### src/rtl/isa_pkg.sv
// rtl/isa_pkg.sv - ISA types, opcode constants, FSM states and encode helpers
// Contents: mnem_e (4-bit mnemonic), OP_* opcodes, DONE_WORD, instr_t,
//           state_e (loader FSM), is_legal(), encode().
package isa_pkg;

    typedef logic [8:0] instr_t;

    typedef enum logic [3:0] {
        MN_XOR   = 4'd0,
        MN_LW    = 4'd1,
        MN_SW    = 4'd2,
        MN_MOV   = 4'd3,
        MN_PUT   = 4'd4,
        MN_ADD   = 4'd5,
        MN_SUB   = 4'd6,
        MN_SL    = 4'd7,
        MN_SR    = 4'd8,
        MN_INC   = 4'd9,
        MN_DEC   = 4'd10,
        MN_AND   = 4'd11,
        MN_BNE   = 4'd12,
        MN_DONE  = 4'd13,
        MN_ILL14 = 4'd14,
        MN_ILL15 = 4'd15
    } mnem_e;

    localparam logic [4:0] OP_XOR  = 5'd0;
    localparam logic [4:0] OP_LW   = 5'd1;
    localparam logic [4:0] OP_SW   = 5'd2;
    localparam logic [4:0] OP_MOV  = 5'd3;
    localparam logic [4:0] OP_PUT  = 5'd4;
    localparam logic [4:0] OP_ADD  = 5'd5;
    localparam logic [4:0] OP_SUB  = 5'd6;
    localparam logic [4:0] OP_SL   = 5'd7;
    localparam logic [4:0] OP_SR   = 5'd8;
    localparam logic [4:0] OP_INC  = 5'd9;
    localparam logic [4:0] OP_DEC  = 5'd10;
    localparam logic [4:0] OP_AND  = 5'd11;
    localparam logic [4:0] OP_DONE = 5'b01111;

    localparam instr_t DONE_WORD = 9'h0F0;

    typedef enum logic [2:0] {
        ST_IDLE,
        ST_STREAM,
        ST_DRAIN,
        ST_TERM,
        ST_COMPLETE
    } state_e;

    function automatic logic is_legal(input logic [3:0] mnem);
        return mnem <= 4'(MN_DONE);
    endfunction

    // ALU/memory ops reuse the mnemonic as the opcode; bne spends bit 8 as
    // its own format flag so the full 8-bit target fits.
    function automatic instr_t encode(input logic [3:0] mnem, input logic [7:0] operand);
        if (mnem == 4'(MN_BNE)) begin
            return {1'b1, operand};
        end else if (mnem == 4'(MN_DONE)) begin
            return {OP_DONE, operand[3:0]};
        end else begin
            return {1'b0, mnem, operand[3:0]};
        end
    endfunction

endpackage

### src/rtl/instr_encoder_if.sv
// rtl/instr_encoder_if.sv - symbolic instruction stream and imem write port bundle
// Signals: in_valid/in_ready/in_mnem/in_operand (stream), imem_stall/imem_we/
//          imem_addr/imem_wdata (memory write port).
// Modports: master = host/memory side, slave = instr_encoder.
interface instr_encoder_if #(
    parameter int ADDR_W = 8
);
    import isa_pkg::*;

    logic              in_valid;
    logic              in_ready;
    logic [3:0]        in_mnem;
    logic [7:0]        in_operand;
    logic              imem_stall;
    logic              imem_we;
    logic [ADDR_W-1:0] imem_addr;
    instr_t            imem_wdata;

    modport master (
        output in_valid, in_mnem, in_operand, imem_stall,
        input  in_ready, imem_we, imem_addr, imem_wdata
    );

    modport slave (
        input  in_valid, in_mnem, in_operand, imem_stall,
        output in_ready, imem_we, imem_addr, imem_wdata
    );

endinterface

### src/rtl/instr_fifo.sv
// rtl/instr_fifo.sv - synchronous FIFO of encoded instruction words
// Ports: CLK, RESET_N (async active-low), push/wdata, pop/rdata, full, empty.
// DEPTH must be a power of two and at least 2; push when full and pop when
// empty are ignored.
module instr_fifo
    import isa_pkg::*;
#(
    parameter int DEPTH = 4
) (
    input  logic   CLK,
    input  logic   RESET_N,
    input  logic   push,
    input  instr_t wdata,
    input  logic   pop,
    output instr_t rdata,
    output logic   full,
    output logic   empty
);

    localparam int AW = $clog2(DEPTH);
    localparam logic [AW:0] FULL_CNT = (AW+1)'(DEPTH);

    instr_t          mem [DEPTH];
    logic [AW-1:0]   wr_ptr;
    logic [AW-1:0]   rd_ptr;
    logic [AW:0]     count;
    logic            do_push;
    logic            do_pop;

    assign full    = (count == FULL_CNT);
    assign empty   = (count == '0);
    assign do_push = push && !full;
    assign do_pop  = pop && !empty;
    assign rdata   = mem[rd_ptr];

    always_ff @(posedge CLK) begin
        if (do_push) begin
            mem[wr_ptr] <= wdata;
        end
    end

    // Pointers wrap naturally because DEPTH is a power of two.
    always_ff @(posedge CLK or negedge RESET_N) begin
        if (!RESET_N) begin
            wr_ptr <= '0;
            rd_ptr <= '0;
            count  <= '0;
        end else begin
            if (do_push) begin
                wr_ptr <= wr_ptr + 1'b1;
            end
            if (do_pop) begin
                rd_ptr <= rd_ptr + 1'b1;
            end
            case ({do_push, do_pop})
                2'b10:   count <= count + 1'b1;
                2'b01:   count <= count - 1'b1;
                default: ;
            endcase
        end
    end

endmodule

### src/rtl/instr_encoder.sv
// rtl/instr_encoder.sv - symbolic instruction encoder and instruction-memory loader
// Ports: CLK, RESET_N (async active-low); bus (instr_encoder_if.slave: input
//        stream + imem write port); start/base_addr begin a load; finish ends
//        input; busy, loaded (pulse), err_illegal, err_overflow (sticky),
//        word_count (words written since start).
// Build option: INSTR_ENC_AUTO_DONE_EN adds the TERM state, which appends
//        DONE_WORD after the drain of every load.
module instr_encoder
    import isa_pkg::*;
#(
    parameter int ADDR_W = 8,
    parameter int DEPTH  = 4
) (
    input  logic              CLK,
    input  logic              RESET_N,
    instr_encoder_if.slave    bus,
    input  logic              start,
    input  logic [ADDR_W-1:0] base_addr,
    input  logic              finish,
    output logic              busy,
    output logic              loaded,
    output logic              err_illegal,
    output logic              err_overflow,
    output logic [ADDR_W:0]   word_count
);

    state_e            state;
    logic [ADDR_W-1:0] addr;
    logic              sat;
    logic              fifo_full;
    logic              fifo_empty;
    instr_t            fifo_head;
    logic              accept;
    logic              push;
    logic              pop;
    logic              term_write;
    logic              commit;

    assign bus.in_ready = (state == ST_STREAM) && !fifo_full;
    assign accept       = bus.in_valid && bus.in_ready;
    // Illegal mnemonics complete the handshake but never reach the FIFO.
    assign push         = accept && is_legal(bus.in_mnem);
    assign pop          = ((state == ST_STREAM) || (state == ST_DRAIN))
                          && !fifo_empty && !bus.imem_stall;

`ifdef INSTR_ENC_AUTO_DONE_EN
    assign term_write = (state == ST_TERM) && !bus.imem_stall;
`else
    assign term_write = 1'b0;
`endif

    // Once the last address has been written, slots are still consumed but
    // the strobe is suppressed.
    assign commit         = (pop || term_write) && !sat;
    assign bus.imem_we    = commit;
    assign bus.imem_addr  = addr;
    assign bus.imem_wdata = !commit ? '0 : (pop ? fifo_head : DONE_WORD);

    instr_fifo #(
        .DEPTH (DEPTH)
    ) u_fifo (
        .CLK     (CLK),
        .RESET_N (RESET_N),
        .push    (push),
        .wdata   (encode(bus.in_mnem, bus.in_operand)),
        .pop     (pop),
        .rdata   (fifo_head),
        .full    (fifo_full),
        .empty   (fifo_empty)
    );

    always_ff @(posedge CLK or negedge RESET_N) begin
        if (!RESET_N) begin
            state        <= ST_IDLE;
            addr         <= '0;
            sat          <= 1'b0;
            busy         <= 1'b0;
            loaded       <= 1'b0;
            err_illegal  <= 1'b0;
            err_overflow <= 1'b0;
            word_count   <= '0;
        end else begin
            loaded <= 1'b0;

            if (commit) begin
                word_count <= word_count + 1'b1;
                if (addr == '1) begin
                    sat <= 1'b1;
                end else begin
                    addr <= addr + 1'b1;
                end
            end
            if ((pop || term_write) && sat) begin
                err_overflow <= 1'b1;
            end
            if (accept && !is_legal(bus.in_mnem)) begin
                err_illegal <= 1'b1;
            end

            case (state)
                ST_IDLE: begin
                    if (start) begin
                        state        <= ST_STREAM;
                        busy         <= 1'b1;
                        addr         <= base_addr;
                        sat          <= 1'b0;
                        word_count   <= '0;
                        err_illegal  <= 1'b0;
                        err_overflow <= 1'b0;
                    end
                end
                ST_STREAM: begin
                    if (finish) begin
                        state <= ST_DRAIN;
                    end
                end
                ST_DRAIN: begin
                    if (fifo_empty) begin
`ifdef INSTR_ENC_AUTO_DONE_EN
                        state  <= ST_TERM;
`else
                        state  <= ST_COMPLETE;
                        loaded <= 1'b1;
`endif
                    end
                end
`ifdef INSTR_ENC_AUTO_DONE_EN
                ST_TERM: begin
                    if (!bus.imem_stall) begin
                        state  <= ST_COMPLETE;
                        loaded <= 1'b1;
                    end
                end
`endif
                ST_COMPLETE: begin
                    state <= ST_IDLE;
                    busy  <= 1'b0;
                end
                default: begin
                    state <= ST_IDLE;
                    busy  <= 1'b0;
                end
            endcase
        end
    end

endmodule

### src/flat_wrapper.sv
// flat-port wrapper written by rule: the top's interface ports become plain ports
module instr_encoder_flat import isa_pkg::*;
#(
    parameter int ADDR_W = 8,
    parameter int DEPTH  = 4
)
  (CLK, RESET_N, start, base_addr, finish, busy, loaded, err_illegal, err_overflow, word_count, bus_in_valid, bus_in_mnem, bus_in_operand, bus_imem_stall, bus_in_ready, bus_imem_we, bus_imem_addr, bus_imem_wdata);
  instr_encoder_if #(.ADDR_W(ADDR_W)) bus_i ();
  input  logic CLK;
  input  logic RESET_N;
  input  logic start;
  input  logic [ADDR_W-1:0] base_addr;
  input  logic finish;
  output logic busy;
  output logic loaded;
  output logic err_illegal;
  output logic err_overflow;
  output logic [ADDR_W:0] word_count;
  input wire logic [$bits(bus_i.in_valid)-1:0] bus_in_valid;
  input wire logic [$bits(bus_i.in_mnem)-1:0] bus_in_mnem;
  input wire logic [$bits(bus_i.in_operand)-1:0] bus_in_operand;
  input wire logic [$bits(bus_i.imem_stall)-1:0] bus_imem_stall;
  output wire logic [$bits(bus_i.in_ready)-1:0] bus_in_ready;
  output wire logic [$bits(bus_i.imem_we)-1:0] bus_imem_we;
  output wire logic [$bits(bus_i.imem_addr)-1:0] bus_imem_addr;
  output wire logic [$bits(bus_i.imem_wdata)-1:0] bus_imem_wdata;
  assign bus_i.in_valid = bus_in_valid;
  assign bus_i.in_mnem = bus_in_mnem;
  assign bus_i.in_operand = bus_in_operand;
  assign bus_i.imem_stall = bus_imem_stall;
  assign bus_in_ready = bus_i.in_ready;
  assign bus_imem_we = bus_i.imem_we;
  assign bus_imem_addr = bus_i.imem_addr;
  assign bus_imem_wdata = bus_i.imem_wdata;
  instr_encoder #(.ADDR_W(ADDR_W), .DEPTH(DEPTH)) u_core (.CLK(CLK), .RESET_N(RESET_N), .bus(bus_i), .start(start), .base_addr(base_addr), .finish(finish), .busy(busy), .loaded(loaded), .err_illegal(err_illegal), .err_overflow(err_overflow), .word_count(word_count));
endmodule
### config.mk
export PLATFORM = sky130hd
export DESIGN_NAME = instr_encoder_flat
export DESIGN_NICKNAME = d
export VERILOG_FILES = /design/src/rtl/isa_pkg.sv /design/src/rtl/instr_encoder_if.sv /design/src/rtl/instr_fifo.sv /design/src/rtl/instr_encoder.sv /design/src/flat_wrapper.sv
export SDC_FILE = /design/constraint.sdc
export NUM_CORES = 1
export LEC_CHECK = 0
export BUFFER_PORTS_ARGS = -buffer_cell sky130_fd_sc_hd__buf_2
export CAP_MARGIN = 20
export CORE_MARGIN = 4
export CORE_UTILIZATION = 55
export DETAILED_ROUTE_END_ITERATION = 6
export HOLD_SLACK_MARGIN = 0.08
export PLACE_DENSITY = 0.83
export SLEW_MARGIN = 25
export SYNTH_ARGS = -nofsm -noshare
export SYNTH_HDL_FRONTEND = slang
export SYNTH_SLANG_ARGS = --single-unit
### constraint.sdc
create_clock -name CLK -period 3.05 [get_ports CLK]
set_clock_uncertainty 0.2 [all_clocks]
set_input_delay 0.4575 -clock CLK [delete_from_list [all_inputs] [get_ports CLK]]
set_output_delay 0.4575 -clock CLK [all_outputs]
set_load 0.05 [all_outputs]
==> results of run 1 <==
-- where the power goes --
group	leakage (nW)	internal [mW]	total (mW)	switching, mW
clock network	0.0864	0.304	0.674	0.370
logic	0.762	0.539	1.55	1.01
registers	0.733	1.16	1.42	0.259
-- per-layer routing --
| metal | wire (um) | GRT usage [%] | vias up | part of all wire [%] |
|---|---|---|---|---|
| li1 | - | - | 1032 | - |
| met1 | 2670 | 23.2 | 1051 | 42 |
| met2 | 3220 | 30.9 | 59 | 50 |
| met3 | 324 | 5.33 | 12 | 5.1 |
| met4 | 165 | 9.65 | 0 | 2.6 |
| met5 | 0 | 0 | - | 0 |
-- placed cells by master (no fill, tap or decap), types with 7 or more instances in the layout --
cell type / n
a21oi_1: 10
and2_1: 14
buf_2: 57
clkbuf_8: 9
dfrtp_1: 32
edfxtp_1: 36
ha_1: 7
inv_1: 12
mux4_2: 9
nand2_1: 21
nand3_1: 7
nor2_1: 15
-- final timing paths --
check	cells past startpoint	end	startpoint
max	5	bus_imem_wdata[7]	u_core.u_fifo.count[2]$_DFFE_PN0P_
min	3	u_core.bus.imem_addr[3]$_DFF_PN0_	base_addr[3]
max reg2reg	10	u_core.u_fifo.count[2]$_DFFE_PN0P_	u_core.state[0]$_DFFE_PN0P_
min reg2reg	2	u_core.err_illegal$_DFF_PN0_	u_core.err_illegal$_DFF_PN0_
max in group asynchronous	2	u_core.busy$_DFFE_PN0P_	RESET_N
min in group asynchronous	2	u_core.bus.imem_addr[6]$_DFF_PN0_	RESET_N
-- cell type report --
| type | instances | area, um^2 | share of cell area (%) |
|---|---|---|---|
| Sequential cell | 68 | 1880 | 50.6 |
| Multi-Input combinational cell | 153 | 1190 | 32.0 |
| Timing Repair Buffer | 61 | 318 | 8.54 |
| Clock buffer | 9 | 124 | 3.33 |
| Tap cell | 72 | 90.1 | 2.42 |
| Clock inverter | 7 | 58.8 | 1.58 |
| Inverter | 13 | 52.6 | 1.41 |
| Timing Repair inverter | 1 | 7.51 | 0.202 |
-- registers in the layout (all words and copies together), names as in the netlist --
| signal | flops |
|---|---|
| u_core.loaded | 1 |
| u_core.err_overflow | 1 |
| u_core.err_illegal | 1 |
| u_core.u_fifo.rd_ptr | 2 |
| u_core.busy | 1 |
| u_core.state | 3 |
| u_core.sat | 1 |
| u_core.u_fifo.count | 3 |
| u_core.u_fifo.mem | 36 |
| u_core.u_fifo.wr_ptr | 2 |
| u_core.bus.imem_addr | 8 |
| u_core.word_count | 9 |
-- through the flow --
stage	utilization [%]	total power, mW
5_1_grt	67.2	3.86
4_1_cts	66.8	3.64
3_5_place_dp	63.3	2.95
6_report	67.2	3.64
3_3_place_gp	63.3	2.91
2_1_floorplan	-	2.61
-- kinds of logic after synthesis --
kind of cell | Yosys count
multiplexers | 13
AND/OR/NAND/NOR | 88
buffers and inverters | 25
XOR/XNOR | 9
flip-flops | 68
adder cells (fa/ha/maj) | 8
AO/OA/AOI/OAI | 35
-- tightest hold or removal path, delay by kind of cell --
kind / cells / cell delay (ns)
buf+inv: 1 / 0.07
simple gates: 1 / 0.04
compound gates: 1 / 0.05
-- cells in the mapped netlist, types with 2 or more instances --
cell type | instances | area, um^2
nand3_1 | 7 | 35.0
mux4_2 | 9 | 203
a21oi_1 | 10 | 50.1
clkbuf_1 | 3 | 11.3
o21ai_0 | 2 | 10.0
nor4_1 | 4 | 25.0
mux2i_1 | 3 | 30.0
o31ai_1 | 5 | 37.5
ha_1 | 7 | 87.6
o211ai_1 | 3 | 22.5
inv_1 | 13 | 48.8
nor2_1 | 15 | 56.3
xnor2_1 | 4 | 35.0
dfrtp_1 | 32 | 801
and3_1 | 5 | 31.3
or3_1 | 3 | 18.8
buf_1 | 2 | 7.51
nor3_1 | 2 | 10.0
or4_1 | 4 | 30.0
a31o_2 | 2 | 17.5
nand2_1 | 21 | 78.8
or2_2 | 2 | 12.5
buf_2 | 5 | 25.0
a31oi_1 | 3 | 18.8
xor2_1 | 4 | 35.0
o21a_1 | 2 | 15.0
and2_1 | 14 | 87.6
and4_1 | 3 | 26.3
nand4_1 | 3 | 18.8
edfxtp_1 | 36 | 1080
-- what timing repair did --
| action | 4_1_cts | 5_1_grt |
|---|---|---|
| hold buffers | 1 | 0 |
| gates resized for setup | 0 | 3 |
| endpoints found under the setup margin | 0 | 1 |
| hold endpoints to repair | 32 | 0 |
==> results.md, run 1 <==
* Syn. warnings at 0
* Power density over the cells at 979 nW/um^2
* Hold crit path type: in2reg
* Pre-CTS WS at 0.525 ns
* Slew Limit Fails at 0
* Worst slew margin at 52.1%
* Vias in the first global route at 2185
* Crit start category: flop
* Period utilisation layout at 93.1%
* Clock Path Buffers at 2
* Post-CTS Setup Bufs at 0
* Distinct cells, synth at 48
* WS Path Type: reg2out
* Clk sinks at 68
* RD Place Congestion at 0.839
* First-pass GRT wire length at 10400 um
* Final std cells w/o fill at 384
* Pre-antenna DRT Iters at 4
* Unrepaired setup endpoints after global routing: false
* Die X at 83.9 um
* Crit-path max cell delay at 0.52 ns
* Largest net degree at the start of global routing at 33
* Setup slack, reg-to-reg at 0.53 ns
* DRT Wirelength at 6370 um
* Final setup vio count at 0
* Worst vdd ir at 498 uV
* Worst path slowest cell: or3_1
* DR WL/cell at 16.6 um
* Via count at 2154
* Crit path time final at 2.84 ns
* Clk_lat worst skew at 0.35 ns
* Status: completed
* Critical path arrival at 2.18 ns
* WP data required at 2.39 ns
* Setup ws final at 0.210 ns
* Synth Area in XOR/XNOR at 2.73%
* Mapped Area at 3170 um^2
* Design area at 3720 um^2
* Placed Instances at 366
* Worst-path clk slew at 0.08 ns
* Tightest Pin Transition at 0.718 ns
* Input/output buffers at 57
* Critical-path cell list: or3_1, nand4_4, clkinvlp_4, and2_1, buf_2
* CTS Buf Count at 9
* Static Leak at 1.58 nW
* Antenna Cells at 0
* Die boundary height at 83.9 um
* Final Hold Violating Endpoints at 0
* Simple-Gate Fraction of Synth Area at 15.1%
* Antenna Nets Post-Route at 0
* Initial antenna violation count at 0
* Number of flops mapped to enable cells by yosys at 36
* Initial core utilization at 57.2%
* Layout cells sized above 1 at 31.1%
* Synth async-reset ratio at 47.1%
* Post-synthesis area per instance at 12.9 um^2
* CP max FO at 13
* Top Ports at 58
* Mux cell area share after synthesis at 7.70%
* Max_cap viols at 0
* Post-synth top flop: edfxtp_1
* Drt drc at 0
* Fin Hold WS at 0.101 ns
* Row cnt at 27
* Adder-Cell Fraction of Synth Area at 3.40%
* Crit path buffers/inverters at 2
* Placed inst area at 3510 um^2
* Top achievable clock speed at 352 MHz
* CTS tree: yes
* Synth Net Count at 280
* Core area at 5540 um^2
* GRT Total Usage at 19.0%
* Area Growth Syn to Fin at 17.5%
* Vias per cell at 5.61
* Hpwl dp at 4300 um
* Compound-Gate Fraction of Synth Area at 8.18%
* Setup TNS at 0 ns
* Final layout net count at 341
* Largest family of logic cells by synthesized area: simple AND/OR/NAND/NOR gates
* Sequential share of the synthesized area at 59.4%
* Delay-heaviest family, CP: simple AND/OR/NAND/NOR gates
* Fill count at 413
* Die area at 7040 um^2
* DRT iter0 DRCs at 133
* Root Buffer Master: clkbuf_8
* Gr ovfl total at 0
* Synthesized flop and latch total at 68
* Worst setup EP type: primary output
* Cell count after synthesis at 246
* Htree depth at 3
Power figures use the tool's default switching activity.
==> run 2, diff against run 1 <==
==> constraint.sdc (replaced) <==
create_clock -name CLK -period 3.05 [get_ports CLK]
set_clock_uncertainty 0.2 [all_clocks]
set_input_delay 0.1525 -clock CLK [delete_from_list [all_inputs] [get_ports CLK]]
set_output_delay 0.1525 -clock CLK [all_outputs]
set_load 0.05 [all_outputs]
==> results.md, run 2 (synthesized netlist as in run 1, its figures left out) <==
* Status: completed
* Placed inst area at 3490 um^2
* Int Power at 2.08 mW
* Sw Share at 43.4%
* Static Leak at 1.69 nW
* Antenna Cells at 0
* Most common cell after layout, fill and taps aside: buf_2
* Most flops, register: u_core.u_fifo.mem
* RD Place Congestion at 0.805
* Placed Instances at 364
* Critical-path cell list: xor2_2, nand4_2, inv_1, and2_1, buf_2
* PostCTS Resize Cnt at 0
* Hold crit path type: in2reg
* Row cnt at 27
* Antenna Nets Post-Route at 0
* Setup ws final at 0.230 ns
* Pre-CTS WS at 0.535 ns
* Critical Path Start: u_core.state[1]$_DFFE_PN0P_
* Setup TNS at 0 ns
* Switching power at 1.59 mW
* Core area at 5540 um^2
* Vias per cell at 5.59
* Critical path arrival at 2.47 ns
* Commonest non-fill, non-tap cells in the layout: buf_2 (57), edfxtp_1 (36), dfrtp_1 (32)
* DR WL/cell at 16.6 um
* Htree depth at 3
* Crit start category: flop
* Crit path time final at 2.82 ns
* First-pass GRT wire length at 11600 um
* Die area at 7040 um^2
* Worst vdd ir at 678 uV
* WP data required at 2.70 ns
* Crit-path max cell delay at 0.58 ns
* Top achievable clock speed at 355 MHz
* Largest register FFs at 36
* Area Growth Syn to Fin at 24.0%
* Worst-path clk slew at 0.07 ns
* Root Buffer Master: clkbuf_8
* Fill count at 382
* Power density over the cells at 934 nW/um^2
* Reg-to-reg startpoint: u_core.state[0]$_DFFE_PN0P_
* Final setup vio count at 0
* Hpwl dp at 4240 um
* Tightest Pin Transition at 0.743 ns
* Die X at 83.9 um
* CTS Buf Count at 9
* WS Path Type: reg2out
* Worst slew margin at 50.5%
* DRT Wirelength at 6740 um
* Period utilisation layout at 92.5%
* CTS tree: yes
* Input/output buffers at 57
* Gr ovfl total at 0
* Unrepaired setup endpoints after global routing: false
* Worst Min Path Start: bus_in_mnem[3]
* Clk pwr share at 19.1%
* Pre-antenna DRT Iters at 5
* Combinational power share at 42.1%
* Design area at 3930 um^2
* Max_cap viols at 0
* CTS hold repair buffers at 25
* Vias in the first global route at 2361
* Sequential Power Share at 38.8%
* Clk_lat worst skew at 0.33 ns
* Layout cells sized above 1 at 26.7%
* Slew Limit Fails at 0
* DRT iter0 DRCs at 194
* Worst path slowest cell: inv_1
* Drt drc at 0
* Final layout net count at 362
* Via count at 2262
* Clk sinks at 68
* Final Hold Violating Endpoints at 0
* CP max FO at 22
* Fin Hold WS at 0.152 ns
* Initial antenna violation count at 0
* Die boundary height at 83.9 um
* Setup slack, reg-to-reg at 0.50 ns
* GRT Total Usage at 20.8%
* Clock Path Buffers at 2
* Top Ports at 58
* Initial core utilization at 57.2%
* Final std cells w/o fill at 405
* Largest net degree at the start of global routing at 33
* Post-CTS Setup Bufs at 0
* Worst setup EP type: primary output
## run 2: path summary, 6_finish.rpt
kind | to | cells past startpoint
worst max-delay path | bus_imem_wdata[7] | 5
worst min-delay path | u_core.u_fifo.mem[3][5]$_DFFE_PP_ | 3
worst max register to register | u_core.u_fifo.count[2]$_DFFE_PN0P_ | 10
worst min register to register | u_core.err_overflow$_DFF_PN0_ | 2
max in group asynchronous | u_core.bus.imem_addr[4]$_DFF_PN0_ | 2
min in group asynchronous | u_core.bus.imem_addr[6]$_DFF_PN0_ | 2
## run 2: layout make-up
class	count	area [um^2]	area share, %
tap	72	90.1	2.29
inverter	13	48.8	1.24
multi-input combinational	153	1180	30.1
sequential	68	1880	47.9
clock inverter	5	52.6	1.34
timing repair buffer	83	543	13.8
clock buffer	11	131	3.34
## run 2: metal layers
metal	vias up	track usage [%]	wire, um
li1	1073	-	-
met2	92	34.6	3400
met1	1079	26.7	2770
met4	0	9.06	153
met3	18	3.75	418
met5	-	0	0
## run 2: power by group through the flow
stage                     registers, mW  logic (mW)  clock network [mW]
final                              1.42        1.55               0.701
after global routing               1.47        1.68               0.755
after CTS                          1.42        1.54               0.709
after detailed placement           1.44        1.50                   0
after global placement             1.43        1.46                   0
after floorplan                    1.58        1.03                   0
## run 2: through the flow
step / utilization (%) / power (mW)
after CTS: 70.9 / 3.67
after global routing: 70.9 / 3.90
after floorplan: - / 2.61
final: 70.9 / 3.67
after global placement: 63.1 / 2.89
after detailed placement: 63.1 / 2.94
## run 2: critical path: cells and delay by family (launching register included)
kind	cells	cell delay (ns)
buffers and inverters	2	0.85
flip-flops	1	0.55
AND/OR/NAND/NOR	2	0.53
XOR/XNOR	1	0.21
==> run 3, diff against run 2 <==
GPL_TIMING_DRIVEN = 0   (was not set)
==> results.md, run 3 (synthesized netlist as in run 1, its figures left out) <==
* Status: completed
* Final layout net count at 372
* Clk sinks at 68
* Root Buffer Master: clkbuf_8
* CP max FO at 10
* Final Hold Violating Endpoints at 0
* CTS tree: yes
* Worst slew margin at 42.6%
* Clk_lat worst skew at 0.34 ns
* Antenna Cells at 0
* Vias per cell at 5.58
* Top achievable clock speed at 375 MHz
* Worst Min Path Start: bus_imem_stall
* Tightest Pin Transition at 0.849 ns
* R2R depth at 11
* End of the worst register-to-register path: u_core.u_fifo.count[2]$_DFFE_PN0P_
* Max_cap viols at 0
* Worst setup EP type: primary output
* Most common cell after layout, fill and taps aside: buf_2
* Initial core utilization at 57.2%
* Die area at 7040 um^2
* Vias in the first global route at 2294
* WP data required at 2.70 ns
* Final setup vio count at 0
* Largest register FFs at 36
* WS Path Type: reg2out
* Most flops, register: u_core.u_fifo.mem
* Worst-path clk slew at 0.07 ns
* Setup slack, reg-to-reg at 0.41 ns
* Commonest non-fill, non-tap cells in the layout: buf_2 (62), edfxtp_1 (36), dfrtp_1 (32)
* Htree depth at 3
* RD Place Congestion at 0.906
* Delay-heaviest family, CP: buffers and inverters
* PostCTS Resize Cnt at 0
* Drt drc at 0
* DR WL/cell at 16.7 um
* Crit path buffers/inverters at 2
* Die boundary height at 83.9 um
* First-pass GRT wire length at 11300 um
* Hold crit path type: in2reg
* Crit path time final at 2.67 ns
* Placed Instances at 375
* Via count at 2314
* Critical path arrival at 2.32 ns
* Largest net degree at the start of global routing at 33
* DRT iter0 DRCs at 167
* Critical-path cell list: buf_1, mux4_2, and2_1, buf_2
* Hold Path Depth at 5
* Crit-path max cell delay at 0.62 ns
* Core area at 5540 um^2
* Die X at 83.9 um
* Pwr Total at 3.82 mW
* Static Leak at 1.73 nW
* Pre-antenna DRT Iters at 4
* Fill count at 371
* Area Growth Syn to Fin at 26.3%
* Setup TNS at 0 ns
* Register Area at 1880 um^2
* Input/output buffers at 57
* Power density over the cells at 956 nW/um^2
* Initial antenna violation count at 0
* Reg-to-reg startpoint: u_core.state[2]$_DFFE_PN0P_
* Antenna Nets Post-Route at 0
* Top Ports at 58
* DRT Wirelength at 6940 um
* Row cnt at 27
* Hpwl dp at 4740 um
* GRT Total Usage at 20.6%
* Hold Crit Endpoint: u_core.word_count[6]$_DFF_PN0_
* Layout cells sized above 1 at 28.0%
* Gr ovfl total at 0
* Worst path slowest cell: buf_1
* Final std cells w/o fill at 415
* Slew Limit Fails at 0
* CTS Buf Count at 9
* Worst vdd ir at 595 uV
* Unrepaired setup endpoints after global routing: false
* Crit start category: flop
* Clock Path Buffers at 2
* Period utilisation layout at 87.5%
* Area of the multi-input gates at 1170 um^2
## run 3: cell type report
cell class | instances | area share, %
sequential | 68 | 47.0
clock buffer | 10 | 3.19
clock inverter | 6 | 2.22
timing repair buffer | 81 | 13.1
multi-input combinational | 153 | 29.4
tap | 72 | 2.25
inverter | 13 | 1.22
buffer | 12 | 1.56
## run 3: how the worst max path moves through the flow
| stage | slack [ns] | from | endpoint | cells after the start |
|---|---|---|---|---|
| 3_5_place_dp | 0.40 | u_core.state[2]$_DFFE_PN0P_ | u_core.u_fifo.count[1]$_DFFE_PN0P_ | 9 |
| 4_1_cts | 0.32 | u_core.u_fifo.rd_ptr[0]$_DFFE_PN0P_ | bus_imem_wdata[6] | 4 |
| 2_1_floorplan | 0.12 | u_core.state[2]$_DFFE_PN0P_ | u_core.u_fifo.count[2]$_DFFE_PN0P_ | 11 |
| 5_1_grt | 0.17 | u_core.u_fifo.rd_ptr[0]$_DFFE_PN0P_ | bus_imem_wdata[6] | 4 |
| 6_report | 0.38 | u_core.u_fifo.rd_ptr[0]$_DFFE_PN0P_ | bus_imem_wdata[6] | 4 |
| 3_3_place_gp | 0.46 | u_core.state[2]$_DFFE_PN0P_ | u_core.u_fifo.count[2]$_DFFE_PN0P_ | 11 |
## run 3: where the power goes
group          switching (mW)  internal [mW]
Sequential              0.181           1.16
Clock                   0.338          0.460
Combinational            1.10          0.581
## run 3: what timing repair did
action | 4_1_cts | 5_1_grt
setup buffers | 0 | 0
hold buffers | 24 | 0
hold endpoints to repair | 76 | 0
## run 3: worst reg2reg max path, cell delays in order (launching register included)
cell,delay (ns)
dfrtp_1,0.36
clkbuf_1,0.22
a2111oi_4,0.40
and3b_1,0.20
clkbuf_1,0.23
inv_1,0.08
ha_1,0.22
inv_1,0.08
fa_1,0.18
xor2_1,0.14
nor2_1,0.07
xor2_1,0.14
## run 3: layer usage
metal,up-vias,global-route usage (%),wire length [um]
met5,-,0,0
met4,0,7.89,107
met3,14,3.36,373
met2,73,36.1,3700
met1,1135,25.6,2760
li1,1092,-,-
## run 3: stage by stage
stage / util (%) / setup slack, ns / area (um^2) / hold slack (ns)
after floorplan: - / 0.122 / 3170 / -0.343
after global placement: 64.0 / 0.460 / 3540 / 0.0477
after detailed placement: 64.0 / 0.399 / 3540 / 0.0448
after CTS: 72.2 / 0.320 / 4000 / 0.0934
after global routing: 72.2 / 0.167 / 4000 / 0.113
final: 72.2 / 0.381 / 4000 / 0.100
